## src/rtl/gpio_amm_csr.sv

```systemverilog
// Avalon-MM CSR block for one GPIO bank: output/enable registers, synchronised input, edge capture.
// Edge capture and irq_o are built only when GPIO_CSR_IRQ_EN is defined.
module gpio_amm_csr #(
  parameter int AMM_WIDTH  = 32,
  parameter int GPIO_WIDTH = 8
) (
  input  logic                  clk_i,
  input  logic                  rst_i,
  input  logic [2:0]            amm_address_i,
  input  logic                  amm_write_i,
  input  logic [AMM_WIDTH-1:0]  amm_writedata_i,
  input  logic                  amm_read_i,
  output logic [AMM_WIDTH-1:0]  amm_readdata_o,
  output logic                  amm_readdatavalid_o,
  output logic [GPIO_WIDTH-1:0] gpio_o,
  output logic [GPIO_WIDTH-1:0] gpio_oe_o,
  input  logic [GPIO_WIDTH-1:0] gpio_i,
  output logic                  irq_o
);
  localparam logic [2:0] A_OUT  = 3'd0;
  localparam logic [2:0] A_OE   = 3'd1;
  localparam logic [2:0] A_IN   = 3'd2;
  localparam logic [2:0] A_SET  = 3'd3;
  localparam logic [2:0] A_CLR  = 3'd4;
  localparam logic [2:0] A_STAT = 3'd5;
  localparam logic [2:0] A_RISE = 3'd6;
  localparam logic [2:0] A_FALL = 3'd7;

  logic [GPIO_WIDTH-1:0] out_q, out_d, oe_q, oe_d, s1_q, s2_q;
  logic [GPIO_WIDTH-1:0] wdat, rsel;
  logic [GPIO_WIDTH-1:0] stat_v, rise_v, fall_v;
  logic [AMM_WIDTH-1:0]  rdata_q;
  logic                  rvalid_q;
  logic                  unused_wd;

  // Bits above GPIO_WIDTH are ignored on write.
  assign wdat      = amm_writedata_i[GPIO_WIDTH-1:0];
  assign unused_wd = ^amm_writedata_i;

  always_comb begin
    out_d = out_q;
    oe_d  = oe_q;
    if (amm_write_i) begin
      case (amm_address_i)
        A_OUT:   out_d = wdat;
        A_OE:    oe_d  = wdat;
        A_SET:   out_d = out_q | wdat;
        A_CLR:   out_d = out_q & ~wdat;
        default: ;
      endcase
    end
  end

  always_ff @(posedge clk_i) begin
    if (!rst_i) begin
      out_q <= '0;
      oe_q  <= '0;
      s1_q  <= '0;
      s2_q  <= '0;
    end else begin
      out_q <= out_d;
      oe_q  <= oe_d;
      s1_q  <= gpio_i;
      s2_q  <= s1_q;
    end
  end

`ifdef GPIO_CSR_IRQ_EN
  logic [GPIO_WIDTH-1:0] s3_q, stat_q, stat_d, rise_en_q, fall_en_q, ev, w1c;
  logic                  irq_q;

  assign ev  = (s2_q & ~s3_q & rise_en_q) | (~s2_q & s3_q & fall_en_q);
  assign w1c = (amm_write_i && amm_address_i == A_STAT) ? wdat : '0;
  // New events are OR-ed in after the clear so a coincident event wins.
  assign stat_d = (stat_q & ~w1c) | ev;

  always_ff @(posedge clk_i) begin
    if (!rst_i) begin
      s3_q      <= '0;
      stat_q    <= '0;
      rise_en_q <= '0;
      fall_en_q <= '0;
      irq_q     <= 1'b0;
    end else begin
      s3_q   <= s2_q;
      stat_q <= stat_d;
      irq_q  <= |stat_q;
      if (amm_write_i && amm_address_i == A_RISE) rise_en_q <= wdat;
      if (amm_write_i && amm_address_i == A_FALL) fall_en_q <= wdat;
    end
  end

  assign stat_v = stat_q;
  assign rise_v = rise_en_q;
  assign fall_v = fall_en_q;
  assign irq_o  = irq_q;
`else
  assign stat_v = '0;
  assign rise_v = '0;
  assign fall_v = '0;
  assign irq_o  = 1'b0;
`endif

  always_comb begin
    rsel = '0;
    case (amm_address_i)
      A_OUT:   rsel = out_q;
      A_OE:    rsel = oe_q;
      A_IN:    rsel = s2_q;
      A_STAT:  rsel = stat_v;
      A_RISE:  rsel = rise_v;
      A_FALL:  rsel = fall_v;
      default: rsel = '0;
    endcase
  end

  // Capturing current register values gives pre-write data on a same-cycle read/write.
  always_ff @(posedge clk_i) begin
    if (!rst_i) begin
      rdata_q  <= '0;
      rvalid_q <= 1'b0;
    end else begin
      rdata_q  <= amm_read_i ? AMM_WIDTH'(rsel) : '0;
      rvalid_q <= amm_read_i;
    end
  end

  assign amm_readdata_o      = rdata_q;
  assign amm_readdatavalid_o = rvalid_q;
  assign gpio_o              = out_q;
  assign gpio_oe_o           = oe_q;
endmodule

```

## config.mk

```make
export PLATFORM = sky130hd
export DESIGN_NAME = gpio_amm_csr
export DESIGN_NICKNAME = d
export VERILOG_FILES = /design/src/rtl/gpio_amm_csr.sv
export SDC_FILE = /design/constraint.sdc
export NUM_CORES = 1
export LEC_CHECK = 0
export CAP_MARGIN = 20
export CORE_MARGIN = 1
export CORE_UTILIZATION = 35
export CTS_BUF_LIST = sky130_fd_sc_hd__clkbuf_4
export DETAILED_ROUTE_END_ITERATION = 6
export PLACE_DENSITY = 0.73
export SYNTH_ARGS = -nofsm -noshare
export SYNTH_HDL_FRONTEND = slang
export SYNTH_SLANG_ARGS = --single-unit
```

## constraint.sdc

```tcl
create_clock -name clk_i -period 3.1 [get_ports clk_i]
set_input_delay 0.62 -clock clk_i [delete_from_list [all_inputs] [get_ports clk_i]]
set_output_delay 0.62 -clock clk_i [all_outputs]
set_load 0.005 [all_outputs]
```

==> metrics.cfg, run 1 <==
[synth]
synthFlopType = dfxtp_1
syn_avg_cell_area_sq_um = 10.7
synth_area_leader_cell = dfxtp_1
ys_ff_latch = 41
netlist_area_sq_mm = 0.00181
yosysMostFrequentCell = dfxtp_1
ys_warn_count = 0
synth_edf_count = 0
synthCells = 169
yosysUniqueCellTypes = 21
ys_seq_area_share_pct = 45.3
ys_top_cells_by_area = dfxtp_1, buf_4, mux2i_1
netlist.area_leader.share_pct = 45.3
synth_common_cells = dfxtp_1, buf_4, and2_1
ys_async_sr_fraction_pct = 0

[timing]
slew_violations = 0
hold_viol = 0
fin_skew_ps = 13.2
setup_viol = 0
finalCritPeriodShare_pct = 69.3
slew_headroom_pct = 54.6
min_period_ps = 2150
finalSetupTns_ps = 0
worst_pin_slew_ps = 676
max_freq_mhz = 466
rsz0062_at_grt = no

[drt]
wl_per_cell_microns = 12.6
first_pass_iters = 4
ant_nets = 0
drc_errors = 0
routed_via_density = 4.36
vias = 1242
routed_wl_microns = 3580
dr.first_iter.drc_count = 97

[setup_path]
rr_startpoint = gpio_o[6]$_SDFFE_PN0P_
path_class = in2reg
arrival_ps = 2390
rr_worst_depth = 2
start_kind = input pin
critPathLaunch = amm_address_i[0]
worst-r2r-setup-slack_ps = 2190
worstPathMaxFanout = 12
worst_ep_required_time_ps = 3340
timing.rr.end = gpio_o[6]$_SDFFE_PN0P_
cp-end-kind = register
worstSetupEndpoint = gpio_oe_o[3]$_SDFFE_PN0P_

[grt]
met2_usage_pct = 21.7
gr-usage-met1_pct = 16.6
grt_util_met3_pct = 6.23
grt_antenna_before_repair = 0
busiest_layer = met2
track_usage_pct = 13.9
grt_pass1_wl_microns = 5490
grt_max_degree = 20
grt_overflow = 0
grt_pass1_vias = 1142

[final_layout]
finalNetCount = 265
drive_above_1_share_pct = 6.88
antenna_cells = 0
fillers = 466
area_growth_pct = 26.7

[clock_network]
post_cts_buffers = 0
post_cts_resized = 0
clock_path_buffers = 2
clk_latency_ps = 350
h-tree-depth = 2
clk_pin_slew_ps = 100
tritoncts = built
cts_buffers = 5
root_buffer = clkbuf_4
ctsHoldBuffers = 0
cts_sinks = 41

[placement]
gp_congestion = 0.716
dp_hpwl_microns = 2560
port_buffers = 47

[power_and_ir_drop]
peakVddDrop_v = 0.000162
power.total_mw = 0.927
power_density_mw_per_mm2 = 403
p_leak_nw = 0.885

[floorplanning]
coreArea_sq_mm = 0.00485
pin_count = 97
die-area_sq_mm = 0.00547
die_h_microns = 74.0
rows = 25
die_w_microns = 74.0
start_util_pct = 37.4

[run_status]
status = complete, no violations

[job]
drv_cap = 0

[hold_path]
hp-class = reg2reg

## cells in the final DEF, fill, tap and decap left out
master            n
a211oi_2          1
a221o_1           8
and2_1           24
and4bb_1          1
buf_4             5
clkbuf_4          6
clkdlybuf4s50_1  47
clkinv_1          1
conb_1           25
dfxtp_1          41
inv_1             2
mux2i_1          16
nand2_1           2
nand3b_1          1
nand4b_1          2
nor2b_1          17
nor3b_1           8
o2bb2ai_1         8
o311a_4           1
o31ai_2           1
xor2_2            1
## worst min-delay path by stage
stage	slack (ps)	from	end	cells after the start
finish	440	s1_q[0]$_SDFF_PN0_	s2_q[0]$_SDFF_PN0_	1
global route	460	s1_q[6]$_SDFF_PN0_	s2_q[6]$_SDFF_PN0_	1
CTS	440	s1_q[0]$_SDFF_PN0_	s2_q[0]$_SDFF_PN0_	1
detailed placement	420	s1_q[0]$_SDFF_PN0_	s2_q[0]$_SDFF_PN0_	1
global placement	420	s1_q[7]$_SDFF_PN0_	s2_q[7]$_SDFF_PN0_	1
floorplan	410	s1_q[0]$_SDFF_PN0_	s2_q[0]$_SDFF_PN0_	1
## per-stage QoR
stage | utilization [%] | std cells | hold slack, ps | setup WS [ps] | cell area (sq um)
final | 47.4 | 285 | 441 | 952 | 2300
after global routing | 47.4 | 285 | 463 | 852 | 2300
after CTS | 47.4 | 285 | 442 | 966 | 2300
after detailed placement | 46.4 | 278 | 417 | 582 | 2250
after global placement | 46.4 | 278 | 415 | 606 | 2250
after floorplan | - | 193 | 412 | 1500 | 1900
## flip-flops by register name, indices dropped and copies added, names as in the netlist
signal               cells
amm_readdata_o           8
amm_readdatavalid_o      1
gpio_o                   8
gpio_oe_o                8
s1_q                     8
s2_q                     8
## power breakdown
part | switching, mW | internal (mW) | total (mW) | leakage (nW)
sequential | 0.00889 | 0.544 | 0.553 | 0.335
combinational | 0.0553 | 0.0686 | 0.124 | 0.521
clock | 0.158 | 0.0912 | 0.250 | 0.0292
## critical path: stages
cell and delay (ps):
clkdlybuf4s50_1 790, and4bb_1 660, mux2i_1 250, nor2b_1 60
## layout make-up
type,count,area (sq um),share of cell area (%)
Timing Repair Buffer,52,508,22.1
Clock inverter,1,3.75,0.163
Multi-Input combinational cell,116,828,36.1
Tap cell,67,83.8,3.65
Sequential cell,41,821,35.7
Inverter,2,7.51,0.327
Clock buffer,6,45.0,1.96
## kinds of logic after synthesis
| logic type | Yosys count | share of synthesized area, % |
|---|---|---|
| AND/OR/NAND/NOR | 55 | 19.9 |
| buffers and inverters | 36 | 14.0 |
| AO/OA/AOI/OAI | 19 | 10.8 |
| XOR/XNOR | 1 | 0.897 |
| other | 1 | 0.207 |
| multiplexers | 16 | 8.83 |
| flip-flops | 41 | 45.3 |
## layer usage
layer	part of all wire, %	vias to the layer above
li1	-	627
met2	47	56
met4	2.0	0
met3	7.9	6
met1	43	553
met5	0	-
Power figures use the tool's default switching activity.
==> run 2, diff against run 1 <==
Clock period 3.1 ns to 2.1 ns, I/O delays scaled along.
==> run 2 against run 1 <==
Effect of this change:
- flip-flop and latch count unchanged
- sequential share of layout area down 1.3 points
- routed wire length down 2.7%
- sequential power up 48%
- count of clock-buffer cells in the layout unchanged
- non-clock buffer count up 6
- via count up 1.8%
==> metrics.cfg, run 2 (same netlist as run 1, synthesis figures left out) <==
[power_and_ir_drop]
p_seq_share_pct = 53.9
p_int_mw = 1.17
clockPowerShare_pct = 33.6
p_switching_mw = 0.344
switching_share_pct = 22.7
power.share.combinational_pct = 12.5
p_leak_nw = 0.934
peakVddDrop_v = 0.000289
power_density_mw_per_mm2 = 636

[final_layout]
drive_above_1_share_pct = 9.78
antenna_cells = 0
finalNetCount = 271
fillers = 439
layout_commonest_cell = clkdlybuf4s50_1
final_cell_mix = clkdlybuf4s50_1, dfxtp_1, conb_1, and2_1, nor2b_1
design_area_sq_mm = 0.00238
area_growth_pct = 31.5

[floorplanning]
pin_count = 97
die_w_microns = 74.0
die_h_microns = 74.0
die-area_sq_mm = 0.00547
coreArea_sq_mm = 0.00485
rows = 25
start_util_pct = 37.4

[timing]
finalSetupTns_ps = 0
fin_skew_ps = 13.9
setup_viol = 0
slew_headroom_pct = 54.6
slew_violations = 0
worst_pin_slew_ps = 677
finalCritPeriodShare_pct = 81.3
max_freq_mhz = 586
min_period_ps = 1710
rsz0062_at_grt = no
hold_viol = 0

[setup_path]
crit_family = buffers and inverters
cpMaxStageDelayCell = clkdlybuf4s50_1
arrival_ps = 1290
critical_path_buf_inv_count = 1
crit_chain = clkdlybuf4s50_1
rr_startpoint = gpio_o[6]$_SDFFE_PN0P_
path_class = reg2out
start_kind = register
critPathMaxStageDelay_ps = 520
worstPathMaxFanout = 4
cp-end-kind = output port
critPathLaunch = gpio_o[6]$_SDFFE_PN0P_
worst_ep_required_time_ps = 1680

[grt]
grt_pass1_vias = 1109
grt_antenna_before_repair = 0
grt_max_degree = 20
grt_pass1_wl_microns = 5450
track_usage_pct = 13.7
grt_overflow = 0

[clock_network]
clk_latency_ps = 350
root_buffer = clkbuf_4
h-tree-depth = 2
clock_path_buffers = 2
post_cts_buffers = 0
tritoncts = built
cts_buffers = 5
post_cts_resized = 0
ctsHoldBuffers = 0
clk_pin_slew_ps = 120
cts_sinks = 41

[hold_path]
hp-class = reg2reg
min_from = s1_q[1]$_SDFF_PN0_

[run_status]
status = complete, no violations

[drt]
dr.first_iter.drc_count = 39
drc_errors = 0
first_pass_iters = 4
vias = 1264
ant_nets = 0
wl_per_cell_microns = 11.9
routed_via_density = 4.33
routed_wl_microns = 3480

[placement]
port_buffers = 47
placement.cell_area_sq_mm = 0.00231
dp_hpwl_microns = 2520
gp_congestion = 0.717

[job]
drv_cap = 0

run 2: worst paths after layout:
check | end | slack (ps) | cells after the start
worst max-delay path | gpio_o[6] | 390 | 1
worst min-delay path | s2_q[1]$_SDFF_PN0_ | 440 | 1
worst max register to register | gpio_o[6]$_SDFFE_PN0P_ | 1190 | 2
worst min register to register | s2_q[1]$_SDFF_PN0_ | 440 | 1
run 2: final cells by class:
cell class | count | area (sq um) | area share, %
clock buffer | 6 | 45.0 | 1.89
inverter | 2 | 7.51 | 0.315
timing repair buffer | 58 | 566 | 23.7
tap | 67 | 83.8 | 3.52
multi-input combinational | 116 | 828 | 34.7
clock inverter | 2 | 33.8 | 1.42
sequential | 41 | 821 | 34.4
run 2: layer usage:
layer	part of all wire, %	vias up	track usage, %	routed length [microns]
met5	0	-	0	0
met4	1.1	0	4.49	40
met3	6.7	4	5.56	235
met2	45	53	21.2	1570
met1	47	568	17.3	1640
li1	-	639	-	-
run 2: stage by stage:
| stage | utilization [%] | total power, mW | setup slack, ps | instances | hold WS (ps) |
|---|---|---|---|---|---|
| 2_1_floorplan | - | 0.960 | 698 | 193 | 412 |
| 3_3_place_gp | 47.6 | 1.02 | 79.8 | 284 | 417 |
| 3_5_place_dp | 47.6 | 1.03 | 68.3 | 284 | 417 |
| 4_1_cts | 49.2 | 1.53 | 384 | 292 | 444 |
| 5_1_grt | 49.2 | 1.58 | 318 | 292 | 456 |
| 6_report | 49.2 | 1.52 | 393 | 292 | 443 |
run 2: power groups by stage:
stage	combinational, mW	sequential, mW	clock, mW
floorplan	0.127	0.833	0
global placement	0.189	0.835	0
detailed placement	0.190	0.836	0
CTS	0.191	0.818	0.518
global route	0.208	0.821	0.553
finish	0.190	0.818	0.510
==> run 3, diff against run 2 <==
Clock period 2.1 ns to 1.75 ns, I/O delays scaled along.
==> run 3 against run 2 <==
Effect of this change:
- setup slack got worse by 280 ps
- sequential share of layout area fell by 0.78 points
- sequential power rose by 20%
- power rose by 20%
- cell count rose by 3.1%
- non-clock buffer count rose by 9
- final area rose by 2.3%
- global-route usage rose by 0.41 points
- largest power group unchanged
==> metrics.cfg, run 3 (same netlist as run 1, synthesis figures left out) <==
[grt]
grt_pass1_vias = 1207
grt_pass1_wl_microns = 5620
track_usage_pct = 14.1
grt_antenna_before_repair = 0
grt_overflow = 0
grt_max_degree = 20

[final_layout]
finalNetCount = 280
antenna_cells = 0
multi_input_area_sq_um = 828
final_cell_mix = clkdlybuf4s50_1, dfxtp_1, conb_1, and2_1, buf_4
fillers = 459
drive_above_1_share_pct = 13.2
layout_commonest_cell = clkdlybuf4s50_1
regArea_sq_um = 821
area_growth_pct = 34.6

[timing]
worst_pin_slew_ps = 656
max_freq_mhz = 612
fin_skew_ps = 17.5
finalCritPeriodShare_pct = 93.4
rsz0062_at_grt = no
slew_violations = 0
slew_headroom_pct = 56.0
fin_ws_ps = 116
hold_viol = 0
setup_viol = 0
min_period_ps = 1630

[power_and_ir_drop]
power.total_mw = 1.82
p_leak_nw = 0.974
power_density_mw_per_mm2 = 748
peakVddDrop_v = 0.000264

[floorplanning]
start_util_pct = 37.4
coreArea_sq_mm = 0.00485
rows = 25
die_h_microns = 74.0
die_w_microns = 74.0
die-area_sq_mm = 0.00547
pin_count = 97

[clock_network]
h-tree-depth = 2
clock_path_buffers = 2
clk_pin_slew_ps = 120
cts_sinks = 41
post_cts_buffers = 0
post_cts_resized = 0
clk_latency_ps = 350
tritoncts = built
cts_buffers = 5
root_buffer = clkbuf_4
ctsHoldBuffers = 0

[setup_path]
cpMaxStageDelayCell = clkdlybuf4s50_1
cp_num_cells = 1
worst_ep_required_time_ps = 1400
crit_chain = clkdlybuf4s50_1
critPathMaxStageDelay_ps = 540
start_kind = register
crit_family = buffers and inverters
cp-end-kind = output port
arrival_ps = 1280
rr_worst_depth = 2
worstPathMaxFanout = 4
path_class = reg2out
critical_path_buf_inv_count = 1

[drt]
dr.first_iter.drc_count = 53
routed_wl_microns = 3540
drc_errors = 0
first_pass_iters = 4
vias = 1306
routed_via_density = 4.34
wl_per_cell_microns = 11.8
ant_nets = 0

[hold_path]
whs_path_depth = 1
hp-class = reg2reg

[job]
drv_cap = 0

[placement]
preCtsSetupSlack_ps = -210
dp_hpwl_microns = 2690
gp_congestion = 0.734
port_buffers = 47

[run_status]
status = complete, no violations

run 3: cell types whose count changed in the layout (fill, tap and decap cells not counted), sizes merged:
cell / delta
buf: +9
run 3: cell type report:
type	instances	area share, %
Clock buffer	6	1.85
Multi-Input combinational cell	116	33.9
Clock inverter	2	1.38
Tap cell	67	3.44
Inverter	2	0.308
Sequential cell	41	33.6
Timing Repair Buffer	67	25.4
run 3: per-stage QoR:
step           hold slack, ps  utilization, %  setup TNS [ps]  area [sq um]  instances
2_1_floorplan             412               -               0          1900        193
3_3_place_gp              417            48.7           -2200          2360        293
3_5_place_dp              420            48.7           -2530          2360        293
6_report                  444            50.3               0          2440        301
5_1_grt                   471            50.3               0          2440        301
4_1_cts                   448            50.3               0          2440        301
run 3: power breakdown:
part	switching [mW]	internal (mW)	total, mW
Combinational	0.100	0.143	0.243
Clock	0.287	0.313	0.600
Sequential	0.0161	0.965	0.981
Total	0.403	1.42	1.82
run 3: layer usage:
layer | track usage [%] | wire length, microns | share of wire (%)
met1 | 16.4 | 1500 | 42
met2 | 23.0 | 1710 | 48
met3 | 4.88 | 263 | 7.4
met4 | 7.05 | 71 | 2.0
met5 | 0 | 0 | 0
run 3: final timing paths:
| check | slack (ps) | endpoint | startpoint |
|---|---|---|---|
| hold reg to reg | 440 | s2_q[4]$_SDFF_PN0_ | s1_q[4]$_SDFF_PN0_ |
| setup / recovery | 120 | gpio_o[5] | gpio_o[5]$_SDFFE_PN0P_ |
| setup reg to reg | 850 | gpio_o[1]$_SDFFE_PN0P_ | gpio_o[1]$_SDFFE_PN0P_ |
| hold / removal | 440 | s2_q[4]$_SDFF_PN0_ | s1_q[4]$_SDFF_PN0_ |
